## src/rtl/nascom_sim_pkg.sv

```systemverilog
// Constants shared by the NASCOM timing-chain blocks: divider terminal modes
// and the counter slice width.
package nascom_sim_pkg;
  localparam logic DIV_MODE_WRAP   = 1'b0;
  localparam logic DIV_MODE_RELOAD = 1'b1;
  localparam int   NIB             = 4;
endpackage

```

## src/rtl/sync_down_divider_if.sv

```systemverilog
// Control and status bundle for sync_down_divider.
// Handshake: none; every input is sampled at each rising clk edge, q and tick
// are registered, and bo_n is combinational from q and ent.
interface sync_down_divider_if #(
  parameter int WIDTH = 8
) ();
  logic             load_n;
  logic [WIDTH-1:0] d;
  logic             enp;
  logic             ent;
  logic             mode;
  logic [WIDTH-1:0] q;
  logic             bo_n;
  logic             tick;

  modport master (
    output load_n, d, enp, ent, mode,
    input  q, bo_n, tick
  );

  modport slave (
    input  load_n, d, enp, ent, mode,
    output q, bo_n, tick
  );
endinterface

```

## src/rtl/sync_down_divider_down_nibble.sv

```systemverilog
// One 4-bit down-count slice with synchronous load and trickle enable.
// borrow_out enables the next slice up when this slice is about to wrap.
module down_nibble
  import nascom_sim_pkg::*;
(
  input  logic           clk,
  input  logic           rst,
  input  logic           load,
  input  logic [NIB-1:0] ld_val,
  input  logic           ent_in,
  output logic [NIB-1:0] q,
  output logic           borrow_out
);

  always_ff @(posedge clk) begin
    if (rst) begin
      q <= '0;
    end else if (load) begin
      q <= ld_val;
    end else if (ent_in) begin
      q <= q - 1'b1;
    end
  end

  assign borrow_out = ent_in && (q == '0);

endmodule

```

## src/rtl/sync_down_divider.sv

```systemverilog
// Cascadable synchronous down-counter / divider built from 4-bit slices.
// Terminal count either wraps to all-ones or reloads from the last loaded value.
module sync_down_divider
  import nascom_sim_pkg::*;
#(
  parameter int WIDTH = 8
) (
  input  logic              clk,
  input  logic              rst,
  sync_down_divider_if.slave bus
);

  localparam int NS = WIDTH / NIB;

  if ((WIDTH % NIB) != 0 || WIDTH < NIB) begin : g_bad_width
    $error("sync_down_divider: WIDTH must be a multiple of 4 and at least 4");
  end

  logic [WIDTH-1:0] q;
  logic [WIDTH-1:0] rl;
  logic [WIDTH-1:0] ld_val;
  logic [NS:0]      chain;
  logic             load;
  logic             term;
  logic             tick;

  // The top of the borrow chain is high exactly on an enabled step at zero
  // with no external load pending, i.e. the terminal event.
  assign chain[0] = bus.enp && bus.ent && bus.load_n;
  assign term     = chain[NS];
  assign load     = !bus.load_n || (term && (bus.mode == DIV_MODE_RELOAD));
  assign ld_val   = bus.load_n ? rl : bus.d;

  for (genvar g = 0; g < NS; g++) begin : g_slice
    down_nibble u_nib (
      .clk        (clk),
      .rst        (rst),
      .load       (load),
      .ld_val     (ld_val[g*NIB +: NIB]),
      .ent_in     (chain[g]),
      .q          (q[g*NIB +: NIB]),
      .borrow_out (chain[g+1])
    );
  end

  always_ff @(posedge clk) begin
    if (rst) begin
      rl   <= '0;
      tick <= 1'b0;
    end else begin
      if (!bus.load_n) rl <= bus.d;
      tick <= term;
    end
  end

  // Borrow ignores enp so ENP-only stalls in a cascade do not hide it.
  assign bus.bo_n = !(bus.ent && (q == '0));
  assign bus.q    = q;
  assign bus.tick = tick;

endmodule
```

## src/flat_wrapper.sv

```systemverilog
// flat-port wrapper written by rule: the top's interface ports become plain ports
module sync_down_divider_flat import nascom_sim_pkg::*;
#(
  parameter int WIDTH = 8
)
  (clk, rst, bus_load_n, bus_d, bus_enp, bus_ent, bus_mode, bus_q, bus_bo_n, bus_tick);
  sync_down_divider_if #(.WIDTH(WIDTH)) bus_i ();
  input  logic clk;
  input  logic rst;
  input wire logic [$bits(bus_i.load_n)-1:0] bus_load_n;
  input wire logic [$bits(bus_i.d)-1:0] bus_d;
  input wire logic [$bits(bus_i.enp)-1:0] bus_enp;
  input wire logic [$bits(bus_i.ent)-1:0] bus_ent;
  input wire logic [$bits(bus_i.mode)-1:0] bus_mode;
  output wire logic [$bits(bus_i.q)-1:0] bus_q;
  output wire logic [$bits(bus_i.bo_n)-1:0] bus_bo_n;
  output wire logic [$bits(bus_i.tick)-1:0] bus_tick;
  assign bus_i.load_n = bus_load_n;
  assign bus_i.d = bus_d;
  assign bus_i.enp = bus_enp;
  assign bus_i.ent = bus_ent;
  assign bus_i.mode = bus_mode;
  assign bus_q = bus_i.q;
  assign bus_bo_n = bus_i.bo_n;
  assign bus_tick = bus_i.tick;
  sync_down_divider #(.WIDTH(WIDTH)) u_core (.clk(clk), .rst(rst), .bus(bus_i));
endmodule
```

## config.mk

```make
export PLATFORM = sky130hd
export DESIGN_NAME = sync_down_divider_flat
export DESIGN_NICKNAME = d
export VERILOG_FILES = /design/src/rtl/nascom_sim_pkg.sv /design/src/rtl/sync_down_divider_if.sv /design/src/rtl/sync_down_divider_down_nibble.sv /design/src/rtl/sync_down_divider.sv /design/src/flat_wrapper.sv
export SDC_FILE = /design/constraint.sdc
export NUM_CORES = 1
export LEC_CHECK = 0
export ABC_CLOCK_PERIOD_IN_PS = 2640
export BUFFER_PORTS_ARGS = -buffer_cell sky130_fd_sc_hd__buf_4
export CAP_MARGIN = 20
export CORE_MARGIN = 3
export CORE_UTILIZATION = 35
export CTS_BUF_LIST = sky130_fd_sc_hd__clkbuf_4
export DETAILED_ROUTE_END_ITERATION = 16
export HOLD_SLACK_MARGIN = 0.15
export PLACE_DENSITY = 0.69
export SETUP_SLACK_MARGIN = 0.2
export SYNTH_ARGS = -nofsm -noshare
export SYNTH_HDL_FRONTEND = slang
export SYNTH_HIERARCHICAL = 1
export SYNTH_SLANG_ARGS = --single-unit
export TNS_END_PERCENT = 20
```

## constraint.sdc

```tcl
create_clock -name clk -period 2.64 [get_ports clk]
set_clock_uncertainty 0.2 [all_clocks]
set_input_delay 0.528 -clock clk [delete_from_list [all_inputs] [get_ports clk]]
set_output_delay 0.528 -clock clk [all_outputs]
set_load 0.02 [all_outputs]
```

Yosys cells after proc, flatten, opt, wreduce, memory -nomap -nowiden
Cells that the tools add are included.
{"block": "classes", "addsub": 2, "n_reduce_logical": 14, "mux": 5}
{"operator": "$mux 4", "n": 4}
{"operator": "$logic_not 4->1", "n": 2}
{"operator": "$logic_not 8->1", "n": 1}
{"operator": "$mux 8", "n": 1}
{"operator": "$sub 4x1->4 const B", "n": 2}
{"operator": "$logic_and 1x1->1", "n": 6}
{"operator": "$reduce_bool 2->1", "n": 2}
{"operator": "$logic_not 1->1", "n": 2}
{"operator": "$logic_or 1x1->1", "n": 1}
{"block": "totals", "reg_bits": 17, "wordCells": 25, "output_inout_bits": 10, "input_bits": 14}

Depth between registers and ports, before layout
Gate-level depths: netlist of run 1.
{"block": "depth", "word_depth": 7, "mapped_depth": 9, "depth_no_buf": 8}

By module
Netlist of run 1, hierarchy kept.
{"module": "down_nibble", "instances": 2, "area_each_um2": 247.7, "cells_per_inst": 27, "seq_area_each_um2": 80.1}
{"module": "sync_down_divider", "instances": 1, "area_each_um2": 401.6, "cells_per_inst": 34, "seq_area_each_um2": 180.2}

Worst setup path after synthesis of run 1
OpenSTA, ideal clock, no wires.
{"block": "synth_path", "path_kind": "input -> register", "startpoint": "input bus_load_n", "endpoint": "register u_core.g_slice[0].u_nib.q[0]", "required_ns": 2.326, "arrival_ns": 2.417, "stages": 9, "setup_time_ns": 0.114, "slack_ns": -0.092, "path_buffers": 2, "path_cell_list": "buf_6 and3_1 nor4bb_1 nor4bb_1 nand2_1 nand2_1 clkbuf_1 mux2i_1 nor2_1"}
{"block": "synth_via", "elab_chain_cells": 6, "elab_cells_between_ends": 9, "cone_classes": "mux (2); reduce/logical (7)"}
{"element": "from (decl)", "line": "flat_wrapper.sv:10", "text": "input wire logic [$bits(bus_i.load_n)-1:0] bus_load_n;"}
{"element": "$logic_and 1x1->1 (*)", "line": "sync_down_divider.sv:29", "text": "assign chain[0] = bus.enp && bus.ent && bus.load_n;"}
{"element": "named net u_core.chain[0]", "line": "sync_down_divider.sv:22", "text": "logic [NS:0] chain;"}
{"element": "$logic_and 1x1->1 (*)", "line": "sync_down_divider_down_nibble.sv:25", "text": "assign borrow_out = ent_in && (q == '0);"}
{"element": "named net u_core.chain[1]", "line": "sync_down_divider.sv:22"}
{"element": "$logic_and 1x1->1 (*)", "line": "sync_down_divider_down_nibble.sv:25"}
{"element": "named net u_core.chain[2]", "line": "sync_down_divider.sv:22"}
{"element": "$logic_and 1x1->1 (*)", "line": "sync_down_divider.sv:31", "text": "assign load = !bus.load_n || (term && (bus.mode == DIV_MODE_RELOAD));"}
{"element": "$logic_or 1x1->1 (*)", "line": "sync_down_divider.sv:31"}
{"element": "named net u_core.load", "line": "sync_down_divider.sv:23", "text": "logic load;"}
{"element": "$mux 4 or $reduce_bool 2->1 (tied branches)"}
{"element": "to (signal assigned)", "line": "sync_down_divider_down_nibble.sv:19", "text": "q <= ld_val;"}
{"element": "to (signal assigned)", "line": "sync_down_divider_down_nibble.sv:21", "text": "q <= q - 1'b1;"}
{"element": "to (decl)", "line": "sync_down_divider_down_nibble.sv:11", "text": "output logic [NIB-1:0] q,"}
The timed path passes the listed nets; every way through them passes the cells marked *.
A chain may end at the register's enable or synchronous reset.

Worst setup path in the final report of run 1
{"block": "layout_path", "startpoint": "register u_core.g_slice[0].u_nib.q[0]", "endpoint": "register u_core.g_slice[1].u_nib.q[0]"}
{"block": "layout_via", "elab_chain_cells": 6, "elab_cells_between_ends": 7, "cone_classes": "mux (1); reduce/logical (6)"}
{"element": "$logic_not 4->1 (*)", "line": "sync_down_divider_down_nibble.sv:25"}
{"element": "$logic_and 1x1->1 (*)", "line": "sync_down_divider_down_nibble.sv:25"}
{"element": "named net u_core.chain[1]", "line": "sync_down_divider.sv:22"}
{"element": "$logic_and 1x1->1 (*)", "line": "sync_down_divider_down_nibble.sv:25"}
{"element": "named net u_core.chain[2]", "line": "sync_down_divider.sv:22"}
{"element": "$logic_and 1x1->1 (*)", "line": "sync_down_divider.sv:31"}
{"element": "$logic_or 1x1->1 (*)", "line": "sync_down_divider.sv:31"}
{"element": "named net u_core.load", "line": "sync_down_divider.sv:23"}
{"element": "$mux 4 or $reduce_bool 2->1 (tied branches)"}
{"element": "to (signal assigned)", "line": "sync_down_divider_down_nibble.sv:19"}
{"element": "to (signal assigned)", "line": "sync_down_divider_down_nibble.sv:21"}
{"element": "to (decl)", "line": "sync_down_divider_down_nibble.sv:11"}
Marks and branches as above.

==> results of run 1 <==
[worst max-delay path by stage]
stage,from,endpoint,depth (start not counted)
2_1_floorplan,bus_load_n,u_core/g_slice[0].u_nib/q[0],9
3_5_place_dp,bus_load_n,u_core/g_slice[0].u_nib/q[0],8
3_3_place_gp,bus_load_n,u_core/g_slice[0].u_nib/q[0],8
4_1_cts,u_core/g_slice[0].u_nib/q[0],u_core/g_slice[1].u_nib/q[0],8
6_report,u_core/g_slice[0].u_nib/q[0],u_core/g_slice[1].u_nib/q[0],8
5_1_grt,u_core/g_slice[0].u_nib/q[1],u_core/g_slice[0].u_nib/q[0],8
[critical path: stages (launching register included)]
cell,delay [ps]
dfxtp_1,380
inv_1,120
ha_1,150
nor4bb_4,280
nor4bb_2,280
nand2_1,100
nand2_2,230
mux2i_1,220
nor2_1,50
[sequential cells by signal, summed over array words and instances (netlist names)]
register / cells
u_core/rl: 8
u_core/bus.tick: 1
u_core/g_slice.u_nib/q: 8
[stage by stage]
step / std cells / power, mW / hold slack [ps] / instance area, µm² / setup slack (ps)
floorplan: 88 / 0.384 / 352 / 918 / 193
detailed placement: 138 / 0.434 / 366 / 1120 / 132
global route: 142 / 0.604 / 326 / 1150 / 322
CTS: 142 / 0.582 / 302 / 1150 / 379
global placement: 138 / 0.430 / 371 / 1120 / 243
finish: 142 / 0.572 / 310 / 1150 / 520
[power by group through the flow]
| stage | registers, mW | logic (mW) | clock network, mW |
|---|---|---|---|
| finish | 0.293 | 0.134 | 0.145 |
| CTS | 0.294 | 0.135 | 0.153 |
| global route | 0.297 | 0.148 | 0.160 |
| global placement | 0.299 | 0.131 | 0 |
| detailed placement | 0.300 | 0.134 | 0 |
| floorplan | 0.308 | 0.0758 | 0 |
[cells in the mapped netlist]
library cell,count
dfxtp_1,17
nor2b_1,9
inv_1,8
mux2_4,8
a21oi_1,6
nand2_1,6
nor2_1,6
ha_1,4
o21a_1,4
xor2_1,4
a211o_1,2
clkbuf_1,2
mux2i_1,2
nor4b_4,2
nor4bb_1,2
xnor2_1,2
and3_1,1
buf_6,1
nand4_1,1
nor4_1,1
[per-layer routing]
layer / GRT usage [%] / part of all wire (%) / vias to the layer above
met5: 0 / 0 / -
met4: 7.12 / 1.6 / 0
met3: 2.99 / 4.9 / 4
met2: 20.8 / 51 / 14
met1: 14.3 / 42 / 304
li1: - / - / 346
[area by class of cell]
class	instances	area (µm²)	area share (%)
multi-input combinational	60	532	46.1
sequential	17	340	29.5
timing repair buffer	25	188	16.3
tap	28	35.0	3.04
inverter	8	30.0	2.61
clock buffer	3	22.5	1.95
clock inverter	1	5.00	0.434
[kinds of logic (layout without fill, tap and decap cells)]
group                    after synthesis  in the layout  share of synthesized area (%)
AO/OA/AOI/OAI                         12             12                           8.65
multiplexers                          10             10                           15.6
buffers and inverters                 11             37                           5.44
XOR/XNOR                               6              6                           5.86
flip-flops                            17             17                           37.9
adder cells (fa/ha/maj)                4              4                           5.58
AND/OR/NAND/NOR                       28             28                           20.9
[what timing repair did]
action | CTS | global route
endpoints found under the hold margin | 0 | 0
endpoints found under the setup margin | 0 | 2
resized for setup | 0 | 1
==> metrics.cfg, run 1 <==
[run_status]
outcome=completed

[min_path]
hold_path_end=u_core/g_slice[0].u_nib/q[1]
worstHoldPathCells=2
hold_class=in -> reg
hold_path_startpoint=rst

[clock_tree]
hold_buffers=0
cts_tree=done
post_cts_buffers=0
clkTransAtPathRegs_ps=110
clock_path_buffers=2
cts-root-buf=clkbuf_4
cts_made_buffers=3
clkSinkCount=17
clk_latency_ps=300
h-tree-depth=1

[layout]
syn_to_final_growth_pct=28.5
drive_above_1_share_pct=36.8
final_cell_mix=25 x buf_4, 17 x dfxtp_1, 9 x nor2b_1
final_common_cell=buf_4
final_util_pct=49.7
diodes=0
n_fill_cell=220
nets=133

[grt]
grt_overflow=0
grt_pass1_vias=690
grt_pass1_wl_um=3070
grt_max_degree=18
track_usage_pct=12.5
antenna_found_initial=0

[route]
viasPerCell=4.70
drt_iter0_markers=14
via_count=668
firstDrtPassIters=4
ant_nets=0
wl_per_cell_um=12.4
remaining_drc_errors=0
wl_um=1760

[setup_path]
reg2reg_setup_slack_ps=520
r2r_start=u_core/g_slice[0].u_nib/q[0]
required_ps=2640
start_kind=flop
cp_max_fo=14
reg2reg_depth=8
worstSetupPathType=reg -> reg
worstPathArrival_ps=2120
endpoint_kind=flop
reg2reg_to=u_core/g_slice[1].u_nib/q[0]

[timing]
tightest_slew_ps=323
slew_viol_final=0
max_freq_mhz=472
max_slew_margin_pct=78.5
finalCriticalPeriod_ps=2120
setup_violations=0
hold_violations=0
tns_ps=0
period_share_pct=80.3
rsz0062_at_grt=no

[synthesis]
ys_seq_area_share_pct=37.9
synthTopCellsByArea=dfxtp_1 38%, mux2_4 13%, nor2b_1 6.3%
synth_top_area_share_pct=37.9
syn_area_um2=897
yosys.area.top_type=dfxtp_1
synth_cell_type_count=20
synth-seq-cells=17
syn-num-nets=106
synthCells=88
ys_warn_count=6
avgSynthCellArea_um2=10.2

[placed_design]
place.gp.congestion=0.756
port_buffers=23
dp_hpwl_um=1340

[floorplan]
die_area_um2=3210
io_pins=24
core_area_um2=2320
die_h_um=56.6
start_util_pct=38.7
die_w_um=56.6
rows=17

[power]
power_density_nw_per_um2=497
p_sw_mw=0.168
pwr-share-comb_pct=23.4
power_frac_seq_pct=51.3
power_leakage_nw=0.532
power.switching_fraction_pct=29.4
clkPwrFrac_pct=25.3
intPower_mw=0.404
vdd_drop_max_mv=0.312

[flow_run]
cap_violations=0

(Power assumes the default switching activity.)
==> inputs of run 2 (changes only) <==
ABC_AREA = 1   (was not set)
ABC_CLOCK_PERIOD_IN_PS = 2000   (was 2640)
PLACE_DENSITY = 0.67   (was 0.69)
clock period = 2 ns   (was 2.64 ns; I/O delays follow)
==> run 2 against run 1 <==
The run now ends with setup timing left. Total power increased by 37%. Area after synthesis increased by 5.0%. Non-clock buffer count increased by 7. Register-to-register slack got worse by 530 ps. Hold slack got worse by 140 ps. Global-route usage increased by 1.9 points. Synthesized cell count increased by 55%. Wire length increased by 42%. Sequential power increased by 29%. Sequential share of layout area decreased by 4.3 points. Critical path type unchanged. Largest cell class unchanged. Largest power group unchanged.
==> metrics.cfg, run 2 <==
[grt]
grt_pass1_wl_um=3720
grt_max_degree=16
grt_overflow=0
grt_pass1_vias=884
antenna_found_initial=0
track_usage_pct=14.4

[layout]
regArea_um2=345
diodes=0
nets=190
n_fill_cell=245
stdcell_area_um2=1370
final_common_cell=nand2_1
layout_top_registers=u_core/g_slice.u_nib/q: 8 flops, u_core/rl: 8 flops, u_core/bus.tick: 1 flops
final_cell_mix=37 x nand2_1, 31 x buf_4, 16 x nand2_2, 16 x inv_1, 15 x dfxtp_1
syn_to_final_growth_pct=45.0
drive_above_1_share_pct=47.4
multiInputGateArea_um2=631

[power]
clkPwrFrac_pct=23.1
power_density_nw_per_um2=574
power_frac_seq_pct=48.3
pwr-share-comb_pct=28.6
intPower_mw=0.532
power_leakage_nw=0.651
p_sw_mw=0.252
vdd_drop_max_mv=0.606
power.switching_fraction_pct=32.1

[placed_design]
port_buffers=23
place.gp.congestion=0.842
dp_slack_ps=-7.03
dpl-instance-area_um2=1200
dp_hpwl_um=1740

[synthesis]
synth_most_common_cell=nand2_1
synth_top_area_share_pct=36.1
synth_top_family_by_area=simple AND/OR/NAND/NOR gates
ys_warn_count=6
syn-num-nets=154
synth_async_sr_flop_share_pct=0
yosys.area.top_type=dfxtp_1
synthMuxAreaShare_pct=0
synth_xor_area_share_pct=1.86
synth_flop_cell=dfxtp_1
yosys-top-cells-count=46 x nand2_1, 18 x inv_1, 17 x dfxtp_1
yosys.area_share.simple_pct=33.9
avgSynthCellArea_um2=6.93
ys_seq_area_share_pct=36.1
synth_cell_type_count=15
synth-edff-count=0
syn_area_um2=942
synth_fa_ha_area_share_pct=5.31
synth-seq-cells=17
synthTopCellsByArea=dfxtp_1 36%, nand2_1 18%, a21oi_2 7.4%
synth-compound-area-share_pct=12.7
synthCells=136

[clock_tree]
cts_tree=done
h-tree-depth=1
clkTransAtPathRegs_ps=100
cts_made_buffers=3
clock_path_buffers=2
clk_latency_ps=290
clkSinkCount=17
hold_buffers=0
cts-root-buf=clkbuf_4

[setup_path]
cp_max_fo=5
path_cells=inv_4, ha_4, nand2_2, nor3_2, nand2_1, nor3_2, nand2_2, nand2_4, buf_6, a22oi_2, a21oi_1
start_kind=flop
worstPathArrival_ps=2030
crit_path_top_delay_cell=dfxtp_4
slowest_delay_ps=370
required_ps=2020
worst-path-buf-inv=2
worstSetupPathType=reg -> reg
endpoint_kind=flop
path_delay_family=simple AND/OR/NAND/NOR gates

[timing]
rsz0062_at_grt=yes
hold_violations=0
setup_slack_ps=-8.85
max_freq_mhz=498
setup_violations=1
max_slew_margin_pct=80.3
slew_viol_final=0
tightest_slew_ps=296
period_share_pct=100
finalCriticalPeriod_ps=2010

[route]
wl_um=2500
drt_iter0_markers=14
via_count=952
viasPerCell=4.74
wl_per_cell_um=12.4
firstDrtPassIters=4
ant_nets=0
remaining_drc_errors=0

[floorplan]
start_util_pct=37.4
rows=18
io_pins=24
die_w_um=57.9
core_area_um2=2520
die_h_um=57.9
die_area_um2=3350

[run_status]
violations=setup timing
outcome=complete, but fails checks

[min_path]
hold_class=in -> reg

[flow_run]
cap_violations=0

run 2: changes by cell type after synthesis, sizes merged, moves of 3 or more:
cell	delta
o21a	-4
mux2	-8
nand2	+48
a21oi	+6
nor3	+3
nand3	+8
a22oi	+4
nor2b	-9
inv	+11
nor2	+5
run 2: path summary, 6_finish.rpt:
kind | start | to | slack (ps) | depth (start not counted)
worst max-delay path | u_core/g_slice[0].u_nib/q[1] | u_core/g_slice[1].u_nib/q[2] | -9 | 11
worst min-delay path | bus_d[7] | u_core/rl[7] | 170 | 3
worst max register to register | u_core/g_slice[0].u_nib/q[1] | u_core/g_slice[1].u_nib/q[2] | -9 | 11
worst min register to register | u_core/rl[6] | u_core/rl[6] | 290 | 2
run 2: kinds of logic after synthesis:
kind of cell | Yosys count
and+or+nand+nor | 76
adders and majority gates | 4
DFF | 17
buffers and inverters | 21
AOI/OAI and AO/OA | 16
xor gates and xnor gates | 2
run 2: what timing repair did:
item	CTS	global route
setup endpoints to repair	8	9
gates cloned	0	1
gates resized for setup	2	30
pin swaps	0	15
buffers inserted	0	3
run 2: final cells by class:
| type | instances | area share, % |
|---|---|---|
| Clock buffer | 3 | 1.65 |
| Clock inverter | 1 | 0.366 |
| Tap cell | 30 | 2.75 |
| Inverter | 19 | 5.95 |
| Sequential cell | 17 | 25.3 |
| Timing Repair Buffer | 32 | 17.9 |
| Multi-Input combinational cell | 99 | 46.2 |
run 2: power groups by stage:
stage,Sequential [mW],Clock [mW],Combinational (mW)
finish,0.379,0.181,0.224
global route,0.381,0.201,0.247
CTS,0.377,0.189,0.193
detailed placement,0.385,0,0.191
global placement,0.384,0,0.187
floorplan,0.393,0,0.107
run 2: worst min-delay path, cell delays in order:
cell and delay [ps]:
buf_4 110, nand2_2 70, a21oi_2 40
run 2: metrics by stage:
step           std cells  utilization, %  hold WS, ps  setup TNS, ps  power [mW]
4_1_cts              197            48.9          160              0       0.760
2_1_floorplan        136               -          255              0       0.500
3_3_place_gp         193            47.6          265              0       0.571
5_1_grt              201            54.2          161           -509       0.830
6_report             201            54.2          165          -8.85       0.784
3_5_place_dp         193            47.6          273          -7.03       0.576
run 2: per-layer routing:
layer	vias to the layer above	share of wire, %	track usage (%)	routed length (µm)
met4	0	1.5	4.97	38
met3	6	5.6	4.45	141
met1	430	44	18.8	1100
met5	-	0	0	0
li1	492	-	-	-
met2	24	49	22.4	1220
==> inputs of run 3 (changes only) <==
CORE_UTILIZATION = 40   (was 35)
PLACE_DENSITY = 0.73   (was 0.67)
==> run 3 against run 2 <==
The run now ends clean. Clock power about the same. Via count grew 2.4%. Core utilization increased by 8.5 points. Sequential share of layout area rose by 0.94 points. Hold slack improved by 8.1 ps. Combinational power down 5%. Wire length is 7.5% lower. Maximum frequency increased by 1.6%. Flip-flop and latch count did not move.
==> metrics.cfg, run 3 (synthesis results as in run 2) <==
[run_status]
outcome=completed

[route]
wl_um=2310
viasPerCell=4.85
ant_nets=0
wl_per_cell_um=11.5
remaining_drc_errors=0
via_count=975
firstDrtPassIters=4
drt_iter0_markers=36

[power]
power_density_nw_per_um2=587
vdd_drop_max_mv=0.471
power_leakage_nw=0.648
total_power_mw=0.773

[floorplan]
core_area_um2=2100
die_h_um=54.5
start_util_pct=44.8
rows=16
io_pins=24
die_w_um=54.5
die_area_um2=2970

[timing]
period_share_pct=98.9
setup_violations=0
finalCriticalPeriod_ps=1980
rsz0062_at_grt=yes
worst_hold_slack_ps=173
hold_violations=0
max_slew_margin_pct=82.3
max_freq_mhz=506
slew_viol_final=0
tns_ps=0
tightest_slew_ps=266

[setup_path]
cp_max_fo=6
required_ps=1980
start_kind=flop
r2r_start=u_core/g_slice[0].u_nib/q[1]
endpoint_kind=flop
path_delay_family=simple AND/OR/NAND/NOR gates
worst-path-buf-inv=1
slowest_delay_ps=370
worstPathArrival_ps=1960
reg2reg_setup_slack_ps=20
reg2reg_to=u_core/g_slice[0].u_nib/q[2]
reg2reg_depth=11
crit_path_top_delay_cell=dfxtp_4
worstSetupPathType=reg -> reg
path_cells=inv_4, ha_4, nand2_2, nor3_2, nand2_1, nor3_2, nand2_1, nand2_4, nor2_1, a22oi_1, a21oi_1

[grt]
track_usage_pct=17.2
grt_max_degree=16
antenna_found_initial=0
grt_overflow=0
grt_pass1_vias=898
grt_pass1_wl_um=3730

[layout]
layout_top_registers=u_core/g_slice.u_nib/q: 8 flops, u_core/rl: 8 flops, u_core/bus.tick: 1 flops
final_cell_mix=43 x nand2_1, 34 x buf_4, 16 x inv_1
final_util_pct=62.7
syn_to_final_growth_pct=39.8
n_fill_cell=189
stdcell_count=201
nets=193
final_common_cell=nand2_1
drive_above_1_share_pct=40.2
diodes=0

[placed_design]
port_buffers=23
place.gp.congestion=0.824
post-place-cells=190
dp_hpwl_um=1690

[clock_tree]
clkTransAtPathRegs_ps=100
cts_made_buffers=3
h-tree-depth=1
clk_latency_ps=280
clkSinkCount=17
clock_path_buffers=2
cts-root-buf=clkbuf_4
cts_tree=done
hold_buffers=0

[flow_run]
cap_violations=0

[min_path]
hold_path_end=u_core/rl[0]
hold_path_startpoint=bus_d[0]
hold_class=in -> reg
worstHoldPathCells=3

[run 3: cell types whose count changed in the layout (fill, tap and decap cells not counted), sizes merged]
cell	change
buf	+4
nand2	-1
[run 3: routing by layer]
layer	track usage (%)	part of all wire (%)	wire [µm]
met1	23.5	49	1140
met2	27.5	45	1030
met4	5.81	0.52	12
met3	2.72	5.4	124
met5	0	0	0
[run 3: per-stage QoR]
step           area (µm²)  setup slack [ps]
2_1_floorplan         962              38.7
3_3_place_gp         1200              76.0
3_5_place_dp         1200             -5.78
4_1_cts              1230              98.3
5_1_grt              1320              -153
6_report             1320              22.8
[run 3: how the worst max path moves through the flow]
stage	from	endpoint	slack, ps	cells after the start
2_1_floorplan	bus_load_n	u_core/g_slice[1].u_nib/q[3]	40	12
3_3_place_gp	bus_load_n	u_core/g_slice[1].u_nib/q[3]	80	12
3_5_place_dp	bus_load_n	u_core/g_slice[0].u_nib/q[2]	-6	12
4_1_cts	u_core/g_slice[0].u_nib/q[1]	u_core/g_slice[0].u_nib/q[2]	100	11
5_1_grt	u_core/g_slice[0].u_nib/q[0]	u_core/g_slice[0].u_nib/q[0]	-150	13
6_report	u_core/g_slice[0].u_nib/q[1]	u_core/g_slice[0].u_nib/q[2]	20	11
[run 3: layout make-up]
class | count | area (µm²) | area share (%)
multi-input combinational | 98 | 552 | 41.9
sequential | 17 | 345 | 26.2
timing repair buffer | 36 | 278 | 21.1
inverter | 19 | 81.3 | 6.17
tap | 27 | 33.8 | 2.56
clock buffer | 3 | 22.5 | 1.71
clock inverter | 1 | 5.00 | 0.380
[run 3: repair_timing]
item | 4_1_cts | 5_1_grt
pin swaps | 0 | 8
endpoints found under the setup margin | 8 | 9
buffers inserted | 0 | 7
hold endpoints to repair | 0 | 0
gates resized for setup | 2 | 14
[run 3: report_power, final]
group	leakage, nW	internal, mW	switching (mW)
Combinational	0.490	0.0994	0.114
Clock	0.0177	0.0742	0.108
Sequential	0.141	0.358	0.0194
Total	0.648	0.532	0.242
[run 3: worst register-to-register path, cell delays in order (launching register included)]
cell and delay, ps:
dfxtp_4 370, inv_4 60, ha_4 120, nand2_2 40, nor3_2 190, nand2_1 100
nor3_2 200, nand2_1 120, nand2_4 120, nor2_1 90, a22oi_1 160, a21oi_1 90
